## src/rtl/mlt_datapath.sv

```systemverilog
// Shift-and-add multiplier datapath: A operand register, B down-counter,
// P accumulator with sticky overflow, and a done-edge result capture with
// a valid/ready handshake on the captured value.
module mlt_datapath #(
  parameter int W = 16
) (
  input  logic           clk,
  input  logic           resetn,
  input  logic [W-1:0]   data_in,
  input  logic           lda,
  input  logic           ldb,
  input  logic           ldp,
  input  logic           clr_p,
  input  logic           dec_b,
  input  logic           done,
  input  logic           result_ready,
  output logic           eqz,
  output logic [2*W-1:0] product,
  output logic [2*W-1:0] result,
  output logic           result_valid,
  output logic           ovf
);

  logic [W-1:0]   a_q;
  logic [W-1:0]   b_q;
  logic [2*W-1:0] p_q;
  logic           done_q;
  logic [2*W:0]   sum;
  logic           capture;

  // One extra bit on the sum exposes the carry out of the accumulator.
  assign sum     = {1'b0, p_q} + {{(W+1){1'b0}}, a_q};
  assign capture = done && !done_q;
  assign eqz     = (b_q == '0);
  assign product = p_q;

  // A operand register
  always_ff @(posedge clk or posedge resetn) begin
    if (resetn)
      a_q <= '0;
    else if (lda)
      a_q <= data_in;
  end

  // B counter: load wins over decrement, decrement saturates at zero
  always_ff @(posedge clk or posedge resetn) begin
    if (resetn)
      b_q <= '0;
    else if (ldb)
      b_q <= data_in;
    else if (dec_b && (b_q != '0))
      b_q <= b_q - W'(1);
  end

  // P accumulator and sticky overflow: clear wins over accumulate
  always_ff @(posedge clk or posedge resetn) begin
    if (resetn) begin
      p_q <= '0;
      ovf <= 1'b0;
    end else if (clr_p) begin
      p_q <= '0;
      ovf <= 1'b0;
    end else if (ldp) begin
      p_q <= sum[2*W-1:0];
      if (sum[2*W])
        ovf <= 1'b1;
    end
  end

  // Result capture on done rising edge; a capture outranks a consume
  always_ff @(posedge clk or posedge resetn) begin
    if (resetn) begin
      done_q       <= 1'b0;
      result       <= '0;
      result_valid <= 1'b0;
    end else begin
      done_q <= done;
      if (capture) begin
        result       <= p_q;
        result_valid <= 1'b1;
      end else if (result_valid && result_ready) begin
        result_valid <= 1'b0;
      end
    end
  end

endmodule

```

## config.mk

```make
export PLATFORM = sky130hd
export DESIGN_NAME = mlt_datapath
export DESIGN_NICKNAME = d
export VERILOG_FILES = /design/src/rtl/mlt_datapath.sv
export SDC_FILE = /design/constraint.sdc
export NUM_CORES = 1
export LEC_CHECK = 0
export CAP_MARGIN = 5
export CORE_ASPECT_RATIO = 1.2
export CORE_MARGIN = 10
export CORE_UTILIZATION = 50
export CTS_BUF_LIST = sky130_fd_sc_hd__clkbuf_16
export DETAILED_ROUTE_END_ITERATION = 10
export PLACE_DENSITY = 0.77
export SYNTH_ARGS = -nofsm -noshare
export SYNTH_HDL_FRONTEND = slang
export SYNTH_SLANG_ARGS = --single-unit
```

## constraint.sdc

```tcl
create_clock -name clk -period 5.5 [get_ports clk]
set_input_delay 0.825 -clock clk [delete_from_list [all_inputs] [get_ports clk]]
set_output_delay 0.825 -clock clk [all_outputs]
set_load 0.05 [all_outputs]
```

==> impl_metrics.env <==
export IMPL_htree_num_levels=3
export IMPL_final_fill_count=797
export IMPL_synth_area_leader_cell="dfrtp_1"
export IMPL_setup_viol=0
export IMPL_nets=592
export IMPL_hold_violations=0
export IMPL_initial_utilization=0.508
export IMPL_floorplan_die_width_um=112
export IMPL_multi_input_area_sq_um=2440
export IMPL_critPathKind="reg2out"
export IMPL_crit_path_required_time_ns=4.68
export IMPL_worstHoldEndpoint="result_valid$_DFFE_PP0P_"
export IMPL_antenna_found_initial=0
export IMPL_setup_total_negative_slack_ns=0
export IMPL_critical_path_slowest_cell="clkdlybuf4s50_1"
export IMPL_post_synthesis_to_final_layout_area_growth_pct=25.5
export IMPL_detailroute_via_count=3870
export IMPL_rows=40
export IMPL_drt_wirelength_per_cell_um=17.0
export IMPL_number_of_synthesized_flops_with_an_enable_pin=0
export IMPL_count_of_unresolved_drc_violations_after_routing=0
export IMPL_yosys_area_share_simple=0.131
export IMPL_place_detailed_hpwl_um=8730
export IMPL_synth_warnings=0
export IMPL_post_synth_xor_area_fraction=0.0452
export IMPL_core_sq_um=9910
export IMPL_cts_sink_count=99
export IMPL_insertedDiodeCount=0
export IMPL_number_of_drc_violations_after_detailed_routing_iteration_0=203
export IMPL_count_of_distinct_cell_types_in_the_synthesized_netlist=52
export IMPL_worstSetupEndpointType="output port"
export IMPL_share_of_synthesized_registers_carrying_an_async_set_or_reset=1.00
export IMPL_timing_critical_path_from_type="flop"
export IMPL_synth_top_cells_by_area="dfrtp_1, mux2_2, ha_1"
export IMPL_mappedNetlistArea_sq_um=5040
export IMPL_worst_slew_pin_transition_ns=0.984
export IMPL_grtUsageTotal=0.163
export IMPL_synthesis_area_per_instance_sq_um=10.9
export IMPL_drt_antenna_violating_nets=0
export IMPL_power_share_combinational=0.325
export IMPL_max_cap_violations=0
export IMPL_synth_top_family_by_area="compound AO/OA/AOI/OAI gates"
export IMPL_synth_compound_area_share=0.135
export IMPL_clock_tree_buffer_depth=2
export IMPL_vdd_drop_max_mv=0.170
export IMPL_rsz0062_at_grt="false"
export IMPL_wire_length_of_the_first_global_routing_pass_um=19700
export IMPL_timing_rr_start="product[0]$_DFFE_PP0P_"
export IMPL_die_h_um=130
export IMPL_synth_adder_area_share=0.0487
export IMPL_crit_fanout=4
export IMPL_outcome="finished clean"
export IMPL_fin_crit_ns=3.73
export IMPL_cts_hold_fix_buffers=0
export IMPL_synth_yosys_seq_area_share=0.492
export IMPL_p_leak_nw=2.73
export IMPL_placement_io_buffers=91
export IMPL_worstPathCellList="inv_1 > ha_1 > nor4b_1 > nand4bb_4 > and2b_2 > clkdlybuf4s50_1"
export IMPL_first_global_vias=4045
export IMPL_timing_critical_path_arrival_ns=2.90
export IMPL_most_used_cells_in_the_layout_excluding_fill_and_tap_cells="dfrtp_1, clkdlybuf4s50_1, mux2_2, nor2_1, nand2_1"
export IMPL_mostFrequentLayoutCell="dfrtp_1"
export IMPL_r2r_slack_ns=2.64
export IMPL_switching_power_share_of_the_total=0.356
export IMPL_final_max_slew_violation_count=0
export IMPL_hold_class="reg2reg"
export IMPL_clock_skew_ns=0.00662
export IMPL_cts_setup_buffers=0
export IMPL_intPower_mw=1.38
export IMPL_placement_setup_worst_slack_ns=2.14
export IMPL_net_switching_power_uw=761
export IMPL_tritoncts="yes"
export IMPL_layout_area_seq_sq_um=2480
export IMPL_whs_path_depth=1
export IMPL_drive_gt1_frac=0.148
export IMPL_clk_latency_ns=0.34
export IMPL_period_share=0.678
export IMPL_cts_root_buf="clkbuf_16"
export IMPL_overflow=0
export IMPL_design_portCount=92
export IMPL_synth_mux_area_fraction=0.124
export IMPL_largest_net_degree_at_the_start_of_global_routing=67
export IMPL_clkPwrFrac=0.267
export IMPL_clock_fmax_mhz=268
export IMPL_post_drt_via_cell_ratio=5.70
export IMPL_synthDominantCellAreaShare=0.492
export IMPL_max_slew_margin=0.342
export IMPL_post_route_util=0.638
export IMPL_clock_transition_at_the_registers_of_the_reported_paths_ns=0.06
export IMPL_ff2ff_path_depth=9
export IMPL_cts_made_buffers=9
export IMPL_synth_ff_latch_count=99
export IMPL_worstReg2RegEnd="product[26]$_DFFE_PP0P_"
export IMPL_post_cts_resize_count=0
export IMPL_dieArea_sq_um=14500
export IMPL_synth_nets=506
export IMPL_syn_instance_count=462
export IMPL_power_density_nw_per_um2=338
export IMPL_drtPass1Iterations=4
export IMPL_worst_path_largest_cell_delay_ns=0.82
export IMPL_route_final_wire_length_um=11600
export IMPL_synth_ff_type="dfrtp_1"
export IMPL_sequentialPowerShare=0.408
export IMPL_place_gp_congestion=0.859
export IMPL_hold_start="result_valid$_DFFE_PP0P_"
export IMPL_final_critical_path_setup_slack_ns=1.77
-- state kept, by name (all words and copies together) (netlist names) --
register      cells
a_q              16
b_q              16
done_q            1
ovf               1
product          32
result           32
result_valid      1
-- Yosys cell counts (6+ instances only) --
cell type  count
xor2_1         7
nor2_1        37
xnor2_1       19
nand3_1        8
clkbuf_1      12
ha_1          18
dfrtp_1       99
a21oi_1       26
o21ai_0       28
a211oi_1       7
inv_1         12
or3_1         12
a21o_1        10
nor4_1         6
mux2_2        51
nor3_1         9
nand2_1       34
a22o_1         7
-- how the worst max path moves through the flow --
stage | endpoint | cells after the start | startpoint
after detailed placement | eqz | 6 | b_q[0]$_DFFE_PP0P_
final | eqz | 6 | b_q[0]$_DFFE_PP0P_
after global routing | eqz | 6 | b_q[0]$_DFFE_PP0P_
after CTS | eqz | 6 | b_q[0]$_DFFE_PP0P_
after floorplan | a_q[0]$_DFFE_PP0P_ | 1 | resetn
after global placement | eqz | 6 | b_q[0]$_DFFE_PP0P_
-- per-stage QoR --
step                cell area (sq um)  hold WS, ns  total power, mW  instances
finish                           6320        0.496             2.14        679
global route                     6320        0.519             2.26        679
CTS                              6320        0.509             2.16        679
global placement                 6050        0.463             1.57        663
floorplan                        5040        0.485             1.37        462
detailed placement               6050        0.495             1.58        663
-- per-layer routing --
| metal | share of wire | track usage | vias up | wire length, um |
|---|---|---|---|---|
| li1 | - | - | 1829 | - |
| met2 | 0.49 | 0.275 | 106 | 5640 |
| met4 | 0.020 | 0.0689 | 0 | 228 |
| met5 | 0 | 0 | - | 0 |
| met1 | 0.43 | 0.189 | 1915 | 5020 |
| met3 | 0.058 | 0.0473 | 20 | 669 |
-- area by class of cell --
| class | count | share of cell area |
|---|---|---|
| multi-input combinational | 333 | 0.387 |
| sequential | 99 | 0.392 |
| clock inverter | 7 | 0.00732 |
| timing repair buffer | 93 | 0.146 |
| inverter | 12 | 0.00752 |
| clock buffer | 9 | 0.0356 |
| tap | 126 | 0.0249 |
-- power groups by stage --
stage                     registers, mW  clock network (mW)  logic (mW)
after global routing              0.885               0.619       0.753
after floorplan                    1.06                   0       0.316
final                             0.873               0.572       0.695
after detailed placement          0.886                   0       0.698
after CTS                         0.874               0.585       0.701
after global placement            0.882                   0       0.686
-- kinds of logic after synthesis --
kind of cell	count (synthesis)
multiplexers	56
AND/OR/NAND/NOR	130
adder cells (fa/ha/maj)	19
AO/OA/AOI/OAI	102
XOR/XNOR	26
flip-flops	99
buffers and inverters	30
-- critical path: cells and delay by family, from the launching register on --
| family | cells | cell delay [ns] |
|---|---|---|
| flip-flops | 1 | 0.37 |
| AND/OR/NAND/NOR | 3 | 1.08 |
| buffers and inverters | 2 | 0.93 |
| adder cells (fa/ha/maj) | 1 | 0.18 |
Power figures use the tool's default switching activity.
